`config.mk`:
```
export PLATFORM = sky130hd
export DESIGN_NAME = balance_seq_flat
export DESIGN_NICKNAME = d
export VERILOG_FILES = /design/src/rtl/seg_pkg.sv /design/src/rtl/balance_seq_if.sv /design/src/rtl/balance_seq_settle_tmr.sv /design/src/rtl/balance_seq.sv /design/src/flat_wrapper.sv
export SDC_FILE = /design/constraint.sdc
export NUM_CORES = 1
export LEC_CHECK = 0
export BUFFER_PORTS_ARGS = -buffer_cell sky130_fd_sc_hd__buf_2
export CAP_MARGIN = 20
export CORE_ASPECT_RATIO = 0.9
export CORE_MARGIN = 2
export CORE_UTILIZATION = 60
export CTS_CLUSTER_DIAMETER = 120
export CTS_CLUSTER_SIZE = 25
export DETAILED_ROUTE_END_ITERATION = 8
export GPL_ROUTABILITY_DRIVEN = 0
export PLACE_DENSITY = 0.84
export SLEW_MARGIN = 10
export SYNTH_ARGS = -nofsm -noshare
export SYNTH_HDL_FRONTEND = slang
export SYNTH_SLANG_ARGS = --single-unit
```
`constraint.sdc`:
```
create_clock -name clk -period 5.9 [get_ports clk]
set_input_delay 0 -clock clk [delete_from_list [all_inputs] [get_ports clk]]
set_output_delay 0 -clock clk [all_outputs]
set_load 0.005 [all_outputs]
```
`src/rtl/seg_pkg.sv`:
```
// Shared types and sizing constants for the Segway balance sequencer.
package seg_pkg;

  typedef enum logic [2:0] {
    OFF,
    IDLE,
    SETTLE,
    STEER,
    FAULT
  } bal_seq_st_t;

  localparam int SETTLE_W_FAST = 15;
  localparam int SETTLE_W_FULL = 26;

  function automatic int settle_w(input bit fast_sim);
    return fast_sim ? SETTLE_W_FAST : SETTLE_W_FULL;
  endfunction

endpackage

```
`src/rtl/balance_seq_if.sv`:
```
// Signal bundle between the auth/load-cell side (master) and balance_seq (slave).
interface balance_seq_if;

  logic        pwr_req;
  logic        ld_vld;
  logic [11:0] lft_ld;
  logic [11:0] rght_ld;
  logic        vld;
  logic        too_fast;
  logic        pwr_up;
  logic        en_steer;
  logic        rider_off;
  logic        fault;

  modport master (
    output pwr_req, ld_vld, lft_ld, rght_ld, vld, too_fast,
    input  pwr_up, en_steer, rider_off, fault
  );

  modport slave (
    input  pwr_req, ld_vld, lft_ld, rght_ld, vld, too_fast,
    output pwr_up, en_steer, rider_off, fault
  );

endinterface

```
`src/rtl/balance_seq_settle_tmr.sv`:
```
// Settle timer: free-running up-counter while enabled, synchronous clear, full = all ones.
module settle_tmr #(
  parameter int W = 15
) (
  input  logic clk,
  input  logic rst_n,
  input  logic clr,
  input  logic en,
  output logic full
);

  logic [W-1:0] cnt_q;

  // NOTE: sequential state is written with <= so every register samples pre-edge values.
  always_ff @(posedge clk or negedge rst_n) begin
    if (!rst_n)   cnt_q <= '0;
    else if (clr) cnt_q <= '0;
    else if (en)  cnt_q <= cnt_q + W'(1);
  end

  assign full = &cnt_q;

endmodule

```
`src/rtl/balance_seq.sv`:
```
// Power-up / rider-mount sequencer for the balance controller.
// Optional too_fast fault latch enabled by defining BAL_SEQ_FAULT_EN.
module balance_seq
  import seg_pkg::*;
#(
  parameter bit          fast_sim     = 1'b1,
  parameter logic [11:0] MIN_RIDER_WT = 12'h200,
  parameter logic [11:0] WT_HYST      = 12'h040
) (
  input  logic          clk,
  input  logic          rst_n,
  balance_seq_if.slave  bus
);

  localparam int          TMR_W   = settle_w(fast_sim);
  localparam logic [12:0] ON_THR  = {1'b0, MIN_RIDER_WT};
  localparam logic [12:0] OFF_THR = {1'b0, MIN_RIDER_WT - WT_HYST};

  bal_seq_st_t state_q, state_d;
  logic [11:0] lft_q, rght_q;
  logic        rider_on_q, rider_on_d;
  logic        pwr_up_q, en_steer_q, rider_off_q, fault_q;

  logic [12:0] sum;
  logic [11:0] diff;
  logic        balanced, step_off;
  logic        tmr_full;
  logic        tf_trip;

  // Load math runs continuously on the last captured cell readings.
  // NOTE: every always_comb output gets a default first so no latch is inferred.
  always_comb begin
    sum      = {1'b0, lft_q} + {1'b0, rght_q};
    diff     = (lft_q >= rght_q) ? (lft_q - rght_q) : (rght_q - lft_q);
    balanced = ({1'b0, diff} < (sum >> 2));
    step_off = ({1'b0, diff} > (sum - (sum >> 4)));

    rider_on_d = rider_on_q;
    if (sum > ON_THR)       rider_on_d = 1'b1;
    else if (sum < OFF_THR) rider_on_d = 1'b0;
  end

  settle_tmr #(.W(TMR_W)) u_settle_tmr (
    .clk   (clk),
    .rst_n (rst_n),
    .clr   (state_q != SETTLE),
    .en    (state_q == SETTLE),
    .full  (tmr_full)
  );

`ifdef BAL_SEQ_FAULT_EN
  logic [1:0] tf_cnt_q, tf_cnt_d;

  // Counts consecutive too_fast samples; only meaningful while steering.
  always_comb begin
    tf_cnt_d = tf_cnt_q;
    tf_trip  = 1'b0;
    if (state_q != STEER) begin
      tf_cnt_d = 2'd0;
    end else if (bus.vld) begin
      if (bus.too_fast) begin
        tf_trip  = (tf_cnt_q == 2'd3);
        tf_cnt_d = tf_cnt_q + 2'd1;
      end else begin
        tf_cnt_d = 2'd0;
      end
    end
  end

  always_ff @(posedge clk or negedge rst_n) begin
    if (!rst_n) tf_cnt_q <= 2'd0;
    else        tf_cnt_q <= tf_cnt_d;
  end
`else
  logic unused_fault_in;
  assign unused_fault_in = bus.vld ^ bus.too_fast;
  assign tf_trip         = 1'b0;
`endif

  // pwr_req low overrides everything; SETTLE exit beats a simultaneous timer full.
  always_comb begin
    state_d = state_q;
    if (!bus.pwr_req) begin
      state_d = OFF;
    end else begin
      case (state_q)
        OFF:     state_d = IDLE;
        IDLE:    if (rider_on_q && balanced) state_d = SETTLE;
        SETTLE:  if (!rider_on_q || !balanced) state_d = IDLE;
                 else if (tmr_full)            state_d = STEER;
        STEER:   if (tf_trip)                  state_d = FAULT;
                 else if (!rider_on_q || step_off) state_d = IDLE;
        FAULT:   state_d = FAULT;
        default: state_d = OFF;
      endcase
    end
  end

  // Outputs are registered from the next state so they move with the state itself.
  always_ff @(posedge clk or negedge rst_n) begin
    if (!rst_n) begin
      state_q     <= OFF;
      lft_q       <= 12'h000;
      rght_q      <= 12'h000;
      rider_on_q  <= 1'b0;
      pwr_up_q    <= 1'b0;
      en_steer_q  <= 1'b0;
      rider_off_q <= 1'b1;
      fault_q     <= 1'b0;
    end else begin
      state_q    <= state_d;
      rider_on_q <= rider_on_d;
      if (bus.ld_vld) begin
        lft_q  <= bus.lft_ld;
        rght_q <= bus.rght_ld;
      end
      pwr_up_q    <= (state_d != OFF);
      en_steer_q  <= (state_d == STEER);
      rider_off_q <= (state_d == OFF) || !rider_on_d;
      fault_q     <= (state_d == FAULT);
    end
  end

  assign bus.pwr_up    = pwr_up_q;
  assign bus.en_steer  = en_steer_q;
  assign bus.rider_off = rider_off_q;
  assign bus.fault     = fault_q;

endmodule
```
`src/flat_wrapper.sv`:
```
// flat-port wrapper written by rule: the top's interface ports become plain ports
module balance_seq_flat import seg_pkg::*;
#(
  parameter bit          fast_sim     = 1'b1,
  parameter logic [11:0] MIN_RIDER_WT = 12'h200,
  parameter logic [11:0] WT_HYST      = 12'h040
)
  (clk, rst_n, bus_pwr_req, bus_ld_vld, bus_lft_ld, bus_rght_ld, bus_vld, bus_too_fast, bus_pwr_up, bus_en_steer, bus_rider_off, bus_fault);
  balance_seq_if bus_i ();
  input  logic clk;
  input  logic rst_n;
  input wire logic [$bits(bus_i.pwr_req)-1:0] bus_pwr_req;
  input wire logic [$bits(bus_i.ld_vld)-1:0] bus_ld_vld;
  input wire logic [$bits(bus_i.lft_ld)-1:0] bus_lft_ld;
  input wire logic [$bits(bus_i.rght_ld)-1:0] bus_rght_ld;
  input wire logic [$bits(bus_i.vld)-1:0] bus_vld;
  input wire logic [$bits(bus_i.too_fast)-1:0] bus_too_fast;
  output wire logic [$bits(bus_i.pwr_up)-1:0] bus_pwr_up;
  output wire logic [$bits(bus_i.en_steer)-1:0] bus_en_steer;
  output wire logic [$bits(bus_i.rider_off)-1:0] bus_rider_off;
  output wire logic [$bits(bus_i.fault)-1:0] bus_fault;
  assign bus_i.pwr_req = bus_pwr_req;
  assign bus_i.ld_vld = bus_ld_vld;
  assign bus_i.lft_ld = bus_lft_ld;
  assign bus_i.rght_ld = bus_rght_ld;
  assign bus_i.vld = bus_vld;
  assign bus_i.too_fast = bus_too_fast;
  assign bus_pwr_up = bus_i.pwr_up;
  assign bus_en_steer = bus_i.en_steer;
  assign bus_rider_off = bus_i.rider_off;
  assign bus_fault = bus_i.fault;
  balance_seq #(.fast_sim(fast_sim), .MIN_RIDER_WT(MIN_RIDER_WT), .WT_HYST(WT_HYST)) u_core (.clk(clk), .rst_n(rst_n), .bus(bus_i));
endmodule
```
==> metrics.md, run 1 <==
| Metric | Value |
|---|---|
| Status | `finished, final reports clean` |
| Post-route ant nets | `0` |
| Placeable Area | `7990 sq um` |
| Global route overflow | `0` |
| Pwr per Cell Area | `346.5 nW/um^2` |
| End of the worst register-to-register path | `u_core.bus.en_steer$_DFF_PN0_` |
| Final Core Density | `69.37%` |
| Vias in the first global route | `4,530` |
| Period minus WS final | `5.615 ns` |
| CP arrival | `5.79 ns` |
| Crit path required time | `6.07 ns` |
| Seq cells post-synth | `47` |
| # IOs | `34` |
| Avg Inst Size Synth | `8.317 sq um` |
| HP Class | `primary input to asynchronous set/reset pin` |
| Worst slew pin tran | `between 0.6 and 0.7 ns` |
| Critical path depth | `22` |
| CP max stage delay | `0.49 ns` |
| H-tree lvl count | `2` |
| # Post-CTS Setup Buffers | `0` |
| Clock latency on the worst-skew pair | `0.31 ns` |
| Final Skew | `0.009025 ns` |
| Post-DP HPWL | `8783 microns` |
| CP startpoint | `u_core.rght_q[1]$_DFFE_PN0P_` |
| Post-layout instance area | `5543 sq um` |
| Most common flop cell mapped by yosys | `dfrtp_1` |
| Post-Syn Instances | `590` |
| Peak VDD IR | `0.1757 mV` |
| Dpl cell area | `5157 sq um` |
| Synth warn | `0` |
| Full die area | `8919 sq um` |
| All-layer global routing usage | `between 20% and 30%` |
| Slew headroom | `54.65%` |
| Starting Density | `between 60 and 70%` |
| DRC errors left | `0` |
| Maximum clock insertion buffer count | `2` |
| CTS tree | `done` |
| CTS root buf | `clkbuf_8` |
| R2R Setup Slk | `between 0.2 and 0.3 ns` |
| Total negative setup slack | `0 ns` |
| Post-synth EDFFs | `0` |
| Finish-stage setup viols | `0` |
| Syn nets | `688` |
| Leakage | `about 2.6 nW` |
| Pre-antenna DRT Iters | `5` |
| Critical path launch point type | `register` |
| Worst path most repeated cell | `ha_1` |
| DR iter-0 viols | `443` |
| Total CTS buffers | `5` |
| Layout cells sized above 1 | `11.53%` |
| Worst-path clk slew | `0.10 ns` |
| Critical Path Sink Type | `register` |
| Bufs and invs on worst path | `1` |
| Maxcap violations | `0` |
| Critical Path Sink | `u_core.bus.en_steer$_DFF_PN0_` |
| Async SR Flop Fraction | `100.0%` |
| Routed len/inst | `approximately 16 microns` |
| Clock sink count | `47` |
| I/O Buffers | `31` |
| DR vias/cell | `roughly 6.2` |
| Delay-heaviest family, CP | `compound AO/OA/AOI/OAI gates` |
| Max-slew violations | `0` |
| Initial antenna violation count | `0` |
| First-pass GRT wire length | `20,570 microns` |
| Fmax | `178.1 MHz` |
| Routed via count | `around 4,600` |
| Fillers | `between 600 and 700` |
| # diodes | `0` |
| Slowest cell on the critical path | `a2111oi_4` |
| Worst Slack Setup Final | `0.2855 ns` |
| Yosys top cell by area | `dfrtp_1` |
| Pin count of the biggest net entering global routing | `48` |
| Synthesized area | `a little under 5000 sq um` |
| Fin crit share | `between 90% and 100%` |
| Post-synthesis cell type count | `75` |
| Worst-case reg-to-reg path depth | `22` |
| Num rows | `31` |
| Worst R2R Start | `u_core.rght_q[1]$_DFFE_PN0P_` |
| Hold_ws | `0.09285 ns` |
| Post-place setup slack | `0.3300 ns` |
| Synth top area cells | `dfrtp_1 23%, ha_1 16%, o21ai_0 4.6%` |
| Crit Path Category | `register to register` |
| Die W | `99.33 microns` |
| Final #Nets | `roughly 740` |
| Area Overhead vs Synth | `12.95%` |
| Die Ht | `89.80 microns` |
| CP Cell Sequence | `inv_1, ha_1, nand2b_4, a2111oi_4, mux2i_2, nand2_1, ha_1, a21o_1, o31ai_1, o21ai_1, a21oi_1, o21bai_1, xnor2_1, ha_1, nand4_1, nor2_1, a21oi_1, a32oi_1, nor4b_1, a221oi_2, nand3_2, o31ai_1` |
| Register area share after synthesis | `23.99%` |
| Post-synth top area share | `about a quarter` |
| Routed wire length | `12,160 microns` |
| Max FO, Critical Path | `7` |
| Fin. Hold Viols | `0` |
| RSZ-0062 raised after global routing | `no` |
cells by family (layout without fill, tap and decap cells):
group	count (synthesis)	count (layout)	share of synthesized area, %
mux	9	9	2.014
compound gates	171	171	24.10
fa+ha+maj	68	68	17.95
flops	47	47	23.99
xor+xnor	43	43	8.108
simple gates	178	178	18.05
buf+inv	74	126	5.788
per-stage QoR:
step	cells	total power [mW]
detailed placement	706	1.641
floorplan	590	1.338
global route	741	2.070
CTS	740	1.879
global placement	706	1.575
finish	741	1.921
placed cells by master, fill, tap and decap left out, types with 3 or more instances in the layout:
cell type	instances
buf_4	8
mux2i_1	4
ha_1	63
dfrtp_1	46
a21oi_1	34
clkbuf_8	6
a31oi_1	6
nor3_1	20
nor2_1	42
a21o_1	16
xor2_1	19
o21ai_1	4
a211oi_1	5
nand3_1	16
o21a_1	5
fa_1	4
nand2b_1	7
and2_1	3
buf_2	31
and3_1	8
nand2_1	44
inv_1	49
o21ai_0	45
mux2_2	3
o311a_1	4
inv_2	3
xnor2_1	22
nand4_1	6
dlygate4sd3_1	26
o31ai_1	6
o211ai_1	9
nor2b_1	11
o21bai_1	5
nand3b_1	3
state kept, by name, indices dropped and copies added, names as in the netlist:
name                       flops
u_core.u_settle_tmr.cnt_q     15
u_core.lft_q                  12
u_core.rght_q                 12
u_core.state_q                 3
u_core.bus.en_steer            1
u_core.bus.fault               1
u_core.bus.pwr_up              1
u_core.bus.rider_off           1
u_core.rider_on_q              1
routing by layer:
layer	global-route usage, %	part of all wire (%)
met1	38.48	45
met4	7.877	1.9
met2	45.95	47
met3	2.722	6.1
met5	0	0
area by class of cell:
type / instances / area, sq um / area share [%]
Clock buffer: 7 / 86.33 / 1.558
Clock inverter: 1 / 8.758 / 0.1580
Inverter: 52 / 195.2 / 3.521
Multi-Input combinational cell: 469 / 3456 / 62.35
Sequential cell: 47 / 1177 / 21.24
Tap cell: 99 / 123.9 / 2.235
Timing Repair Buffer: 66 / 495.5 / 8.939
cell usage after synthesis (3+ instances only):
cell type	number
clkbuf_1	16
nor2_1	42
o21bai_1	5
inv_2	3
dfrtp_1	46
nand2b_1	7
o31ai_1	6
nand3b_1	3
nand2_1	44
and2_1	3
o311a_1	4
nor2b_1	11
o21ai_0	45
mux2_2	3
o211ai_1	9
fa_1	4
buf_2	5
a21o_1	16
a21oi_1	35
and3_1	8
mux2i_1	5
inv_1	49
xnor2_1	22
ha_1	64
nor3_1	20
xor2_1	19
o21a_1	5
nand3_1	16
o21ai_1	4
a31oi_1	6
nand4_1	6
a211oi_1	5
what timing repair did:
action,CTS,global route
setup endpoints to repair,0,2
resized for setup,0,3
endpoints found under the hold margin,74,0
hold buffers,26,0
where the power goes:
part / leakage (nW) / total, mW / internal, mW / switching (mW)
Sequential: 0.599 / 0.367 / 0.345 / 0.0219
Combinational: 1.95 / 1.33 / 0.564 / 0.770
Clock: 0.0489 / 0.220 / 0.0973 / 0.123
how the worst min path moves through the flow:
stage	startpoint	cells past startpoint	slack, ns	to
3_5_place_dp	bus_lft_ld[6]	3	0.21	u_core.lft_q[6]$_DFFE_PN0P_
6_report	rst_n	2	0.09	u_core.lft_q[2]$_DFFE_PN0P_
3_3_place_gp	bus_lft_ld[6]	3	0.20	u_core.lft_q[6]$_DFFE_PN0P_
5_1_grt	rst_n	2	0.13	u_core.rght_q[3]$_DFFE_PN0P_
2_1_floorplan	rst_n	0	-0.30	u_core.bus.en_steer$_DFF_PN0_
4_1_cts	bus_ld_vld	3	0.25	u_core.lft_q[1]$_DFFE_PN0P_
No activity file was read; power rests on OpenSTA's default activity.
==> inputs of run 2 (changes only) <==
--- a/config.mk
+++ b/config.mk
@@ -15,7 +15,9 @@
 export DETAILED_ROUTE_END_ITERATION = 8
 export GPL_ROUTABILITY_DRIVEN = 0
 export PLACE_DENSITY = 0.84
+export REMOVE_ABC_BUFFERS = 1
 export SLEW_MARGIN = 10
 export SYNTH_ARGS = -nofsm -noshare
 export SYNTH_HDL_FRONTEND = slang
+export SYNTH_HIERARCHICAL = 1
 export SYNTH_SLANG_ARGS = --single-unit
==> metrics.md, run 2 <==
| Metric | Value |
|---|---|
| Busiest grt layer | `met2 (unchanged)` |
| Post-Syn Instances | `595 (was 590)` |
| First-pass GRT wire length | `20,290 microns (was 20,570 microns)` |
| All-layer global routing usage | `27.09% (was 27.70%)` |
| Critical path launch point type | `register (unchanged)` |
| RSZ-0062 raised after global routing | `no (unchanged)` |
| Routed len/inst | `15.74 microns (was 16.41 microns)` |
| Fmax | `180.4 MHz (was 178.1 MHz)` |
| Post-synth top area share | `22.87% (was 23.46%)` |
| Pwr Total | `1.965 mW (was 1.921 mW)` |
| Avg Inst Size Synth | `8.460 sq um (was 8.317 sq um)` |
| Clk pwr share | `10.7% (was 11.4%)` |
| Vias in the first global route | `4,500 (was 4,530)` |
| Full die area | `9139 sq um (was 8919 sq um)` |
| Synth warn | `6 (was 0)` |
| Most frequent cells after synthesis | `64 x ha_1, 52 x inv_1, 49 x nand2_1 (was 64 x ha_1, 49 x inv_1, 46 x dfrtp_1)` |
| Num rows | `31 (unchanged)` |
| Status | `finished, final reports clean (unchanged)` |
| Finish-stage setup viols | `0 (unchanged)` |
| Comb power frac | `70.6% (was 69.5%)` |
| CP arrival | `5.75 ns (was 5.79 ns)` |
| Critical path depth | `24 (was 22)` |
| Routing usage on met3 | `3.638% (was 2.722%)` |
| Clock sink count | `47 (unchanged)` |
| Routed wire length | `11,600 microns (was 12,160 microns)` |
| GR Layer Usage met1 | `35.40% (was 38.48%)` |
| Starting Density | `62.09% (was 61.42%)` |
| # Post-CTS Setup Buffers | `0 (unchanged)` |
| Reg power frac | `18.8% (was 19.1%)` |
| I/O Buffers | `31 (unchanged)` |
| Layout cells sized above 1 | `11.91% (was 11.53%)` |
| Worst path most repeated cell | `nand2_1 (was ha_1)` |
| Fin crit share | `93.94% (was 95.16%)` |
| Worst-case reg-to-reg path depth | `24 (was 22)` |
| Global route overflow | `0 (unchanged)` |
| Bufs and invs on worst path | `2 (was 1)` |
| Commonest cells after routing, fill and taps aside | `64 x ha_1, 52 x inv_1, 49 x nand2_1 (was 63 x ha_1, 49 x inv_1, 46 x dfrtp_1)` |
| Critical Path Sink Type | `register (unchanged)` |
| Switching power | `0.9374 mW (was 0.9149 mW)` |
| Crit path required time | `6.10 ns (was 6.07 ns)` |
| Delay-heaviest family, CP | `compound AO/OA/AOI/OAI gates (unchanged)` |
| Post-synth EDFFs | `0 (unchanged)` |
| H-tree lvl count | `2 (unchanged)` |
| Sw Ratio | `47.70% (was 47.64%)` |
| DRC errors left | `0 (unchanged)` |
| CP Cell Sequence | `inv_1, ha_1, nand2b_1, a2111o_1, nand2_1, xnor2_1, inv_1, fa_1, nor2b_1, nand2_1, o211ai_1, a31oi_1, o31ai_2, xnor2_1, ha_1, a21o_1, a21oi_1, and3_1, a21oi_1, o31ai_2, nor4_1, mux2i_1, nand2_1, o21ai_1 (was inv_1, ha_1, nand2b_4, a2111oi_4, mux2i_2, nand2_1, ha_1, a21o_1, o31ai_1, o21ai_1, a21oi_1, o21bai_1, xnor2_1, ha_1, nand4_1, nor2_1, a21oi_1, a32oi_1, nor4b_1, a221oi_2, nand3_2, o31ai_1)` |
| CTS tree | `done (unchanged)` |
| Die Ht | `90.89 microns (was 89.80 microns)` |
| Period minus WS final | `5.542 ns (was 5.615 ns)` |
| Slowest cell on the critical path | `fa_1 (was a2111oi_4)` |
| Register area share after synthesis | `23.39% (was 23.99%)` |
| Post-synthesis cell type count | `74 (was 75)` |
| # diodes | `0 (unchanged)` |
| Pin count of the biggest net entering global routing | `48 (unchanged)` |
| Register name with the most flops | `u_core/u_settle_tmr/cnt_q (was u_core.u_settle_tmr.cnt_q)` |
| Total CTS buffers | `5 (unchanged)` |
| Top Registers | `u_core/u_settle_tmr/cnt_q (15), u_core/lft_q (12), u_core/rght_q (12) (was u_core.u_settle_tmr.cnt_q (15), u_core.lft_q (12), u_core.rght_q (12))` |
| Peak VDD IR | `0.1889 mV (was 0.1757 mV)` |
| Routed via count | `4,533 (was 4,610)` |
| Cell internal pwr | `1.028 mW (was 1.006 mW)` |
| Final Skew | `0.006932 ns (was 0.009025 ns)` |
| Async SR Flop Fraction | `100.0% (unchanged)` |
| Max FO, Critical Path | `4 (was 7)` |
| Leading cell type in the layout, fill and taps excluded | `ha_1 (unchanged)` |
| Seq cells post-synth | `47 (unchanged)` |
| Met2 Use GR | `45.64% (was 45.95%)` |
| DR vias/cell | `6.151 (was 6.221)` |
| Synth top area cells | `dfrtp_1 23%, ha_1 16%, xnor2_1 5.4% (was dfrtp_1 23%, ha_1 16%, o21ai_0 4.6%)` |
| Final #Nets | `735 (was 739)` |
| Most common flop cell mapped by yosys | `dfrtp_1 (unchanged)` |
| Worst slew pin tran | `0.6656 ns (was 0.6802 ns)` |
| Post-DP HPWL | `8692 microns (was 8783 microns)` |
| Leakage | `2.520 nW (was 2.596 nW)` |
| CP max stage delay | `0.48 ns (was 0.49 ns)` |
| HP Class | `primary input to asynchronous set/reset pin (unchanged)` |
| Yosys top cell by area | `dfrtp_1 (unchanged)` |
| Pre-antenna DRT Iters | `6 (was 5)` |
| Initial antenna violation count | `0 (unchanged)` |
| Maximum clock insertion buffer count | `2 (unchanged)` |
| Max-slew violations | `0 (unchanged)` |
| Total negative setup slack | `0 ns (unchanged)` |
| # IOs | `34 (unchanged)` |
| Pwr per Cell Area | `351.1 nW/um^2 (was 346.5 nW/um^2)` |
| Crit Path Category | `register to register (unchanged)` |
| Count leader, synth | `ha_1 (unchanged)` |
| Maxcap violations | `0 (unchanged)` |
| Clock latency on the worst-skew pair | `0.31 ns (about the same)` |
| Largest register FFs | `15 (unchanged)` |
| Worst-path clk slew | `0.10 ns (about the same)` |
| Area Overhead vs Synth | `11.21% (was 12.95%)` |
| Fin. Hold Viols | `0 (unchanged)` |
| Post-route ant nets | `0 (unchanged)` |
| Synthesized area | `5034 sq um (was 4907 sq um)` |
| Die W | `100.5 microns (was 99.33 microns)` |
| CTS root buf | `clkbuf_8 (unchanged)` |
| DR iter-0 viols | `470 (was 443)` |
| Placeable Area | `8107 sq um (was 7990 sq um)` |
| Slew headroom | `55.63% (was 54.65%)` |
run 2: path summary, 6_finish.rpt:
check,startpoint,endpoint,slack (ns)
worst max-delay path,u_core/lft_q[1]$_DFFE_PN0P_,u_core/bus.en_steer$_DFF_PN0_,0.36
max in group asynchronous,rst_n,u_core/bus.rider_off$_DFF_PN1_,5.22
worst max register to register,u_core/lft_q[1]$_DFFE_PN0P_,u_core/bus.en_steer$_DFF_PN0_,0.36
worst min-delay path,rst_n,u_core/rght_q[0]$_DFFE_PN0P_,0.10
worst min register to register,u_core/state_q[0]$_DFF_PN0_,u_core/bus.fault$_DFF_PN0_,0.56
min in group clk,bus_ld_vld,u_core/lft_q[10]$_DFFE_PN0P_,0.23
run 2: timing repair:
item,4_1_cts,5_1_grt
setup endpoints to repair,0,2
hold buffers,26,0
hold endpoints to repair,74,0
resized for setup,0,3
run 2: worst register-to-register path, cell delays in order (launching register included):
cell	delay [ns]
dfrtp_1	0.44
inv_1	0.15
ha_1	0.36
nand2b_1	0.20
a2111o_1	0.46
nand2_1	0.17
xnor2_1	0.26
inv_1	0.17
fa_1	0.48
nor2b_1	0.19
nand2_1	0.07
o211ai_1	0.26
a31oi_1	0.24
o31ai_2	0.35
xnor2_1	0.12
ha_1	0.33
a21o_1	0.12
a21oi_1	0.09
and3_1	0.17
a21oi_1	0.17
o31ai_2	0.12
nor4_1	0.25
mux2i_1	0.13
nand2_1	0.09
o21ai_1	0.06
run 2: power groups by stage:
stage	logic (mW)	clock network (mW)	registers, mW
global route	1.53	0.230	0.373
global placement	1.25	0	0.372
finish	1.39	0.209	0.368
detailed placement	1.31	0	0.374
CTS	1.34	0.217	0.368
floorplan	1.04	0	0.369
run 2: cell type report:
cell class	instances	area, sq um
Fill cell	644	2509
Timing Repair Buffer	61	457.9
Clock buffer	5	68.82
Sequential cell	47	1177
Multi-Input combinational cell	468	3542
Tap cell	99	123.9
Clock inverter	3	25.02
Inverter	54	202.7
run 2: metrics by stage:
step / util [%] / cell area [sq um] / std cells / hold slack, ns / worst slack [ns]
after floorplan: - / 4905 / 569 / -0.2956 / 0.9298
after global placement: 64.22 / 5206 / 702 / 0.2078 / 0.5001
after detailed placement: 64.22 / 5206 / 702 / 0.2128 / 0.2865
after CTS: 68.59 / 5560 / 736 / 0.2298 / 0.2367
after global routing: 69.05 / 5598 / 737 / 0.1232 / 0.005995
final: 69.05 / 5598 / 737 / 0.1024 / 0.3577
run 2: cell families (layout without fill, tap and decap cells):
kind of cell	count (synthesis)	after routing	share of synthesized area, %
xor+xnor	41	41	7.507
simple gates	173	173	17.55
compound gates	169	169	23.89
buf+inv	80	123	6.587
mux	16	16	3.356
fa+ha+maj	69	69	17.72
flops	47	47	23.39
run 2: layer usage:
metal	wire length, microns	share of wire [%]
met5	0	0
met3	694	6.0
met1	5083	44
met2	5492	47
met4	328	2.8
